### src/rtl/msdf_pkg.sv
// msdf_pkg: shared definitions for the MSDF online multiplier and its
// on-the-fly converter. Holds the borrow-save digit encoding {p,n}
// (value = p - n), the converter FSM state type and a digit decoder.
package msdf_pkg;

   localparam logic [1:0] SD_POS  = 2'b10;   // +1
   localparam logic [1:0] SD_NEG  = 2'b01;   // -1
   localparam logic [1:0] SD_ZERO = 2'b00;   //  0 (2'b11 is also zero)

   typedef enum logic [1:0] {
      IDLE = 2'd0,
      CONV = 2'd1,
      DONE = 2'd2
   } conv_state_t;

   // Decode a borrow-save digit to +1 / 0 / -1. Both {0,0} and {1,1}
   // cancel to zero, so only the two asymmetric codes carry a value.
   function automatic logic signed [1:0] sd_value(input logic [1:0] d);
      logic signed [1:0] v;
      v = 2'sd0;
      if (d == SD_POS)
         v = 2'sd1;
      else if (d == SD_NEG)
         v = -2'sd1;
      return v;
   endfunction

endpackage

### src/rtl/msdf_otf_converter.sv
// msdf_otf_converter: on-the-fly conversion of an MSD-first signed-digit
// product stream (N+1 radix-2 digits) into an (N+2)-bit two's-complement word.
// Ports:
//   clk, rst          - clock, synchronous active-high reset
//   start             - pulse: clear converter and begin a new product
//   digit_in          - borrow-save digit {p,n}, qualified by digit_valid
//   busy              - high while digits are being accepted (CONV)
//   result            - converted value (driven from Q in every state)
//   result_valid      - high while in DONE; result is stable
module msdf_otf_converter
   import msdf_pkg::*;
#(
   parameter int N = 9
) (
   input  logic           clk,
   input  logic           rst,
   input  logic           start,
   input  logic [1:0]     digit_in,
   input  logic           digit_valid,
   output logic           busy,
   output logic [N+1:0]   result,
   output logic           result_valid
);

   localparam int CNT_W = $clog2(N + 2);

   conv_state_t       state;
   logic [N+1:0]      q;
   logic [N+1:0]      qm;      // always q - 1
   logic [N+1:0]      q_nxt;
   logic [N+1:0]      qm_nxt;
   logic [CNT_W-1:0]  cnt;
   logic signed [1:0] z;

   // Append the new digit to both candidates. A -1 digit would require a
   // borrow out of Q; taking QM (= Q-1) instead absorbs it, and a +1 digit
   // makes Q*2 the new "minus one" form. No carry chain is ever needed.
   always_comb begin
      z      = sd_value(digit_in);
      q_nxt  = {q[N:0], 1'b0};
      qm_nxt = {qm[N:0], 1'b1};
      if (z == 2'sd1) begin
         q_nxt  = {q[N:0], 1'b1};
         qm_nxt = {q[N:0], 1'b0};
      end else if (z == -2'sd1) begin
         q_nxt  = {qm[N:0], 1'b1};
         qm_nxt = {qm[N:0], 1'b0};
      end
   end

   // start overrides everything but rst in every state, and any digit
   // presented with it is dropped.
   always_ff @(posedge clk) begin
      if (rst) begin
         state <= IDLE;
         q     <= '0;
         qm    <= '1;
         cnt   <= '0;
      end else if (start) begin
         state <= CONV;
         q     <= '0;
         qm    <= '1;
         cnt   <= '0;
      end else if (state == CONV && digit_valid) begin
         q   <= q_nxt;
         qm  <= qm_nxt;
         cnt <= cnt + 1'b1;
         if (cnt == CNT_W'(N))
            state <= DONE;
      end
   end

   assign busy         = (state == CONV);
   assign result_valid = (state == DONE);
   assign result       = q;

endmodule

### config.mk
export PLATFORM = sky130hd
export DESIGN_NAME = msdf_otf_converter
export DESIGN_NICKNAME = d
export VERILOG_FILES = /design/src/rtl/msdf_pkg.sv /design/src/rtl/msdf_otf_converter.sv
export SDC_FILE = /design/constraint.sdc
export NUM_CORES = 1
export LEC_CHECK = 0
export ABC_AREA = 1
export CORE_MARGIN = 3
export CORE_UTILIZATION = 50
export DETAILED_ROUTE_END_ITERATION = 16
export HOLD_SLACK_MARGIN = 0.12
export PLACE_DENSITY = 0.7
export SETUP_SLACK_MARGIN = 0.5
export SLEW_MARGIN = 20
export SYNTH_ARGS = -nofsm -noshare
export SYNTH_HDL_FRONTEND = slang
export SYNTH_SLANG_ARGS = --single-unit
### constraint.sdc
create_clock -name clk -period 3.1 [get_ports clk]
set_input_delay 0.465 -clock clk [delete_from_list [all_inputs] [get_ports clk]]
set_output_delay 0.465 -clock clk [all_outputs]
set_load 0.1 [all_outputs]
### After elaboration in Yosys (flattened, before gate mapping)

Index checks and enable logic that the tools add are counted.

| word-level totals | value |
|---|---|
| logic and storage cells | 28 |
| bits in registers | 27 |

| cells by class | value |
|---|---|
| reduce and logical (&&, ||, !) cells | 6 |
| add/sub/neg operators | 1 |
| mux-type cells | 9 |
| eq/ne operators | 7 |

Operators by type and width:

| kind | number |
|---|---|
| $mux W11 | 2 |
| $mux W10 | 1 |
| $eq A2 B1 Y1 const B | 3 |
| $eq A2 B2 Y1 const B | 3 |
| $add A4 B1 Y4 const B | 1 |
| $eq A4 B4 Y1 const B | 1 |
| $mux W1 | 4 |
| $mux W2 | 2 |
| $reduce_and A2 Y1 | 2 |
| $reduce_bool A2 Y1 | 2 |
| $reduce_or A2 Y1 | 1 |
| $logic_and A1 B1 Y1 | 1 |

### Depth between registers and ports, before layout

Gate-level depths: netlist (run 1).

| logic depth | value |
|---|---|
| word-level depth | 6 |
| mapped depth | 10 |

### Worst setup path after synthesis (run 1)

OpenSTA, ideal clock, no wires.

| timing | value |
|---|---|
| path kind | reg2out |
| start point | register state[1] |
| end point | output result_valid |
| required time | 2635 ps |
| slack | 1007 ps |
| arrival | 1628 ps |
| cell stages (with the launch flop) | 3 |
| buffers on the path | 0 |
| path through | dfxtp_1 > inv_1 > nor2_1 |

| on the way | value |
|---|---|
| cells in the longest elaborated chain, start to end | 1 |

RTL lines:

| item | line | text |
|---|---|---|
| from (decl) | msdf_otf_converter.sv:27 | `conv_state_t state;` |
| from (signal assigned) | msdf_otf_converter.sv:55 | `state <= IDLE;` |
| from (signal assigned) | msdf_otf_converter.sv:60 | `state <= CONV;` |
| from (signal assigned) | msdf_otf_converter.sv:69 | `state <= DONE;` |
| $eq A2 B2 Y1 | msdf_otf_converter.sv:74 | `assign result_valid = (state == DONE);` |
| to (decl) | msdf_otf_converter.sv:22 | `output logic result_valid` |

Every way passes these cells.

### Worst setup path after layout (run 1)

| timing | value |
|---|---|
| start point | input digit_in[0] |
| end point | register q[1], in the netlist result[1] |

| on the way | value |
|---|---|
| cells in the longest elaborated chain, start to end | 6 |

RTL lines:

| item | line | text |
|---|---|---|
| from (decl) | msdf_otf_converter.sv:18 | `input logic [1:0] digit_in,` |
| $eq A2 B1 Y1 | msdf_pkg.sv:23 | `else if (d == SD_NEG)` |
| $mux W2 | msdf_pkg.sv:23 |  |
| $mux W2 * | msdf_pkg.sv:21 | `if (d == SD_POS)` |
| $eq A2 B1 Y1 | msdf_otf_converter.sv:45 | `end else if (z == -2'sd1) begin` |
| $mux W11 | msdf_otf_converter.sv:45 |  |
| $mux W11 * | msdf_otf_converter.sv:42 | `if (z == 2'sd1) begin` |
| to (signal assigned) | msdf_otf_converter.sv:65 | `q <= q_nxt;` |
| to (decl) | msdf_otf_converter.sv:28 | `logic [N+1:0] q;` |

Mark *: on every way between the ends. The rest lies on a longest branch, timed or not.
A chain may end at the register's enable or synchronous reset.

==> results of run 1 <==
[worst max-delay path, stage by stage]
cell,delay [ps]
clkdlybuf4s50_1,450
inv_1,70
ha_1,550
inv_2,220
nand2_1,240
nand2_1,80
o211ai_1,100
nand2_1,70
inv_1,50
[kinds of logic (layout without fill, tap and decap cells)]
logic type                 after synthesis  after routing
DFF                                     27             27
xor gates and xnor gates                 1              1
adders and majority gates                5              5
and+or+nand+nor                         85             85
AOI/OAI and AO/OA                       28             28
buffers and inverters                   44             58
[cell usage after synthesis]
| cell type | n |
|---|---|
| nand2_1 | 46 |
| inv_1 | 33 |
| nand3_1 | 28 |
| dfxtp_1 | 27 |
| o211ai_1 | 10 |
| a21oi_2 | 9 |
| nor2_1 | 7 |
| a21oi_1 | 5 |
| ha_1 | 5 |
| buf_2 | 3 |
| buf_4 | 3 |
| buf_6 | 3 |
| o21ai_0 | 3 |
| clkinv_2 | 1 |
| inv_2 | 1 |
| nand2_2 | 1 |
| nand3_4 | 1 |
| nor2_2 | 1 |
| nor3_1 | 1 |
| o21bai_1 | 1 |
| xor2_1 | 1 |
[report_power, final]
part / total, W / leakage (nW) / switching [W] / internal [W]
registers: 0.000365 / 0.220 / 0.00000870 / 0.000357
logic: 0.000120 / 0.475 / 0.0000861 / 0.0000338
clock network: 0.000155 / 0.0177 / 0.000106 / 0.0000485
[layout make-up]
class / count / share of cell area (%)
Clock buffer: 3 / 1.46
Clock inverter: 1 / 0.325
Inverter: 35 / 8.61
Multi-Input combinational cell: 119 / 42.0
Sequential cell: 27 / 35.1
Tap cell: 30 / 2.44
Timing Repair Buffer: 19 / 10.1
[metal layers]
layer | GRT usage [%] | up-vias | share of wire (%)
met5 | 0 | - | 0
met4 | 7.77 | 0 | 1.5
met3 | 2.19 | 5 | 5.6
met2 | 29.3 | 34 | 45
met1 | 24.3 | 554 | 48
li1 | - | 628 | -
[sequential cells by signal, indices dropped and copies added (netlist names)]
name and flops:
result 11, state 2, qm 10, cnt 4
[final timing paths]
path / cells past startpoint / from / end / slack [ps]
worst max-delay path: 9 / digit_in[0] / result[1]$_SDFFE_PP0P_ / 1080
worst min-delay path: 2 / qm[0]$_SDFFE_PP1P_ / qm[0]$_SDFFE_PP1P_ / 510
worst max register to register: 6 / state[1]$_SDFFE_PP0P_ / state[0]$_SDFFE_PP0P_ / 1600
worst min register to register: 2 / qm[0]$_SDFFE_PP1P_ / qm[0]$_SDFFE_PP1P_ / 510
[through the flow]
step,power (W),hold slack [ps],worst slack [ps]
after detailed placement,0.000493,495,770
after floorplan,0.000470,443,1010
final,0.000640,514,1080
after CTS,0.000644,514,1110
after global routing,0.000671,532,921
after global placement,0.000490,472,878
==> impl_metrics.yaml, run 1 <==
status:
  status: "finished, final reports clean"
clocking:
  cts-root-buf: "clkbuf_4"
  cts-resized-gates: 0
  cts_buffers: 3
  cts_tree: "built"
  clock_path_buffers: 2
  clkSinkCount: 27
  holdBufCountCts: 0
  htreeDepth: 1
  cts.clk_slew.worst_paths_ps: 140
  postCtsSetupBuffers: 0
  clk-insertion-delay-late_ps: 330
placement:
  portBuffers: 18
  gp_congestion: 0.751
  dp.cells: 230
  placedInstanceArea_um2: 1510
  hpwl_mm: 2.03
die:
  dieWidth_um: 58.8
  row_count: 18
  die-area_um2: 3450
  core_area_um2: 2570
  start_util_pct: 54.2
  num_io_pins: 19
  die-height_um: 58.8
detailed_routing:
  post_drt_wl_per_cell_um: 12.2
  postRouteAntennaNets: 0
  drc_errors: 0
  drt_iter0_drc: 74
  routed_wl_mm: 2.87
  drt_first_pass_iters: 4
  drt-vias-per-instance: 5.22
  vias: 1221
worst_hold_path:
  hp-class: "reg -> reg"
sta:
  grt_setup_unrepaired: "false"
  fmax_mhz: 496
  slew_viol_final: 0
  fin_crit_ps: 2020
  finalClockSkew_ps: 5.92
  setup_violations: 0
  hold_viol: 0
  worst_pin_slew_ps: 627
  tns_ps: 0
  relSlewSlack_pct: 58.2
  period_share_pct: 65.0
finish:
  fin_nets: 216
  layout_commonest_cell: "nand2_1"
  finish.instance_area_um2: 1540
  final_cell_mix: "nand2_1 (46), inv_1 (33), nand3_1 (28)"
  antenna_cells: 0
  seqCellArea_um2: 541
  final_util_pct: 60.0
  multiInputGateArea_um2: 647
  drive_above_1_share_pct: 15.7
  area_growth_syn_to_layout_pct: 10.7
  final_cell_count_no_fill: 234
  fill_cells: 249
logic_synthesis:
  synth_cells: 190
  synth-xor-area-share_pct: 0.629
  ys_seq_area_share_pct: 38.8
  yosys-top-cells-area: "dfxtp_1 (39%), nand2_1 (12%), nand3_1 (10%)"
  synth_area_um2: 1390
  synth_top_family_by_area: "simple AND/OR/NAND/NOR gates"
  muxShareOfSynthArea_pct: 0
  synth-simple-area-share_pct: 26.9
  ys_warn_count: 0
  ys_seq_elements: 27
  syn_nets: 201
  synth_top_area_cell: "dfxtp_1"
  yosysUniqueCellTypes: 21
  synth_area_per_cell_um2: 7.32
  synth_fa_ha_area_share_pct: 4.50
  yosysTopAreaCellShare_pct: 38.8
  synth_compound_area_share_pct: 14.5
critical_path:
  worstPathMaxFanout: 19
  end_kind: "flip-flop"
  crit_type: "in -> reg"
  start_kind: "primary input"
  worst_ep_arrival_time_ps: 2300
  critPathRequiredTime_ps: 3390
pwr:
  p_per_area_nw_per_um2: 416
  ir_drop_mv: 0.276
  power_leakage_nw: 0.713
global_routing:
  grt_usage_pct: 18.1
  grt_max_degree: 27
  grt_pass1_wl_mm: 4.92
  grt_pass1_vias: 1129
  grt-ovfl-total: 0
  antenna_found_initial: 0
job:
  maxCapViolations: 0
Power figures use the tool's default switching activity.
==> run 2: changes to the inputs <==
- CORE_UTILIZATION: 50 -> 48
- clock period: 3.1 -> 1.6 ns (I/O delays scaled with it)
==> run 2 against run 1 <==
Sequential share of layout area decreased by 8.2 points; die area is 3.7% higher; global-route usage increased by 1.9 points; via count rose by 11%; setup slack lost 790 ps; clock skew is 3.0 ps higher; clock-buffer cell count is 1 higher; worst hold slack worse by 21 ps; largest power group unchanged.
==> impl_metrics.yaml, run 2 (same netlist as run 1, synthesis figures left out) <==
detailed_routing:
  drt_iter0_drc: 74
  routed_wl_mm: 3.41
  drt_first_pass_iters: 4
  post_drt_wl_per_cell_um: 12.9
  drt-vias-per-instance: 5.12
  postRouteAntennaNets: 0
  drc_errors: 0
  vias: 1352
critical_path:
  path_delay_family: "flip-flops"
  critPathRequiredTime_ps: 1360
  path_cells: "inv_4 -> nand2_4 -> clkinvlp_4 -> buf_12"
  crit_path_top_delay_cell: "dfxtp_2"
  worst-path-buf-inv: 3
  worstReg2RegStart: "state[1]$_SDFFE_PP0P_"
  max_stage_delay_ps: 360
  worst_ep_arrival_time_ps: 1060
  end_kind: "primary output"
  critPathLaunch: "state[1]$_SDFFE_PP0P_"
  crit_type: "reg -> out"
  worstPathMaxFanout: 4
  start_kind: "flip-flop"
placement:
  gp_congestion: 0.826
  hpwl_mm: 2.16
  preCtsSetupSlack_ps: -1.93
  portBuffers: 18
  dp.cells: 238
  placedInstanceArea_um2: 1780
sta:
  hold_viol: 0
  finalClockSkew_ps: 8.91
  period_share_pct: 81.5
  relSlewSlack_pct: 85.4
  slew_viol_final: 0
  setup_violations: 0
  setup_ws_ps: 296
  fmax_mhz: 767
  fin_crit_ps: 1300
  worst_pin_slew_ps: 218
  grt_setup_unrepaired: "true"
finish:
  finish.instance_area_um2: 2130
  final_cell_count_no_fill: 264
  fill_cells: 157
  final_cell_mix: "nand2_1 (44), inv_1 (30), nand3_1 (28)"
  antenna_cells: 0
  layout_commonest_cell: "nand2_1"
  drive_above_1_share_pct: 36.3
  area_growth_syn_to_layout_pct: 53.4
  multiInputGateArea_um2: 727
  largest_reg_flops: 11
  seqCellArea_um2: 574
  fin_nets: 246
global_routing:
  grtUsageMet1_pct: 27.3
  antenna_found_initial: 0
  grt_max_degree: 24
  grt-ovfl-total: 0
  gr-usage-met3_pct: 2.16
  grt_usage_pct: 20.0
  grt_pass1_wl_mm: 5.48
  met2_usage_pct: 31.8
  gr-max-usage-layer: "met2"
  grt_pass1_vias: 1244
die:
  core_area_um2: 2610
  dieWidth_um: 59.8
  die-area_um2: 3580
  num_io_pins: 19
  die-height_um: 59.8
  start_util_pct: 53.3
  row_count: 18
pwr:
  power_leakage_nw: 0.946
  p_per_area_nw_per_um2: 634
  ir_drop_mv: 0.612
job:
  maxCapViolations: 0
clocking:
  clkSinkCount: 27
  cts_buffers: 3
  clk-insertion-delay-late_ps: 330
  holdBufCountCts: 0
  cts_tree: "built"
  cts.clk_slew.worst_paths_ps: 140
  clock_path_buffers: 2
  cts-root-buf: "clkbuf_4"
  htreeDepth: 1
worst_hold_path:
  hp-class: "reg -> reg"
  hold_start: "qm[9]$_SDFFE_PP1P_"
status:
  status: "finished, final reports clean"
[run 2: cell count changes in the layout (fill, tap and decap cells not counted), sizes merged]
cell,delta
clkinvlp,+2
clkdlybuf4s50,-2
clkbuf,+2
nand3,+1
clkinv,-1
dlygate4sd2,+2
buf,+27
inv,-1
[run 2: path summary, 6_finish.rpt]
check	end	slack, ps	depth (start not counted)
setup / recovery	busy	300	4
hold / removal	qm[9]$_SDFFE_PP1P_	490	2
setup reg to reg	result[6]$_SDFFE_PP0P_	390	7
hold reg to reg	qm[9]$_SDFFE_PP1P_	490	2
[run 2: cell type report]
type / count / area share, %
Clock buffer: 4 / 1.23
Inverter: 35 / 7.33
Multi-Input combinational cell: 120 / 34.1
Sequential cell: 27 / 26.9
Tap cell: 30 / 1.76
Timing Repair Buffer: 47 / 28.3
Timing Repair inverter: 1 / 0.410
[run 2: tightest hold or removal path, delay by kind of cell (launching register included)]
family	cells	cell delay, ps
DFF	1	360
and+or+nand+nor	2	120
[run 2: repair_timing]
item,in CTS,in global routing
buffers inserted,16,3
gates resized for setup,25,11
hold endpoints to repair,0,0
setup endpoints to repair,39,33
pin swaps,4,0
cloned,0,3
[run 2: stage by stage]
step	total power [W]	hold slack (ps)	util (%)	setup TNS [ps]
global placement	0.00100	454	68.1	0
floorplan	0.000919	309	-	0
global route	0.00143	521	81.7	0
finish	0.00135	493	81.7	0
CTS	0.00134	496	77.7	0
detailed placement	0.00101	461	68.1	-1.93
[run 2: power by group]
part / leakage [nW] / internal, W / switching (W)
logic: 0.703 / 0.000153 / 0.000205
clock network: 0.0150 / 0.0000978 / 0.000195
registers: 0.228 / 0.000684 / 0.0000190
[run 2: per-layer routing]
metal  part of all wire, %  up-vias  wire length, um
met5                     0        -                0
met4                   2.1        0               73
met3                   5.7        7              193
met2                    48       49             1630
met1                    44      600             1510
li1                      -      696                -
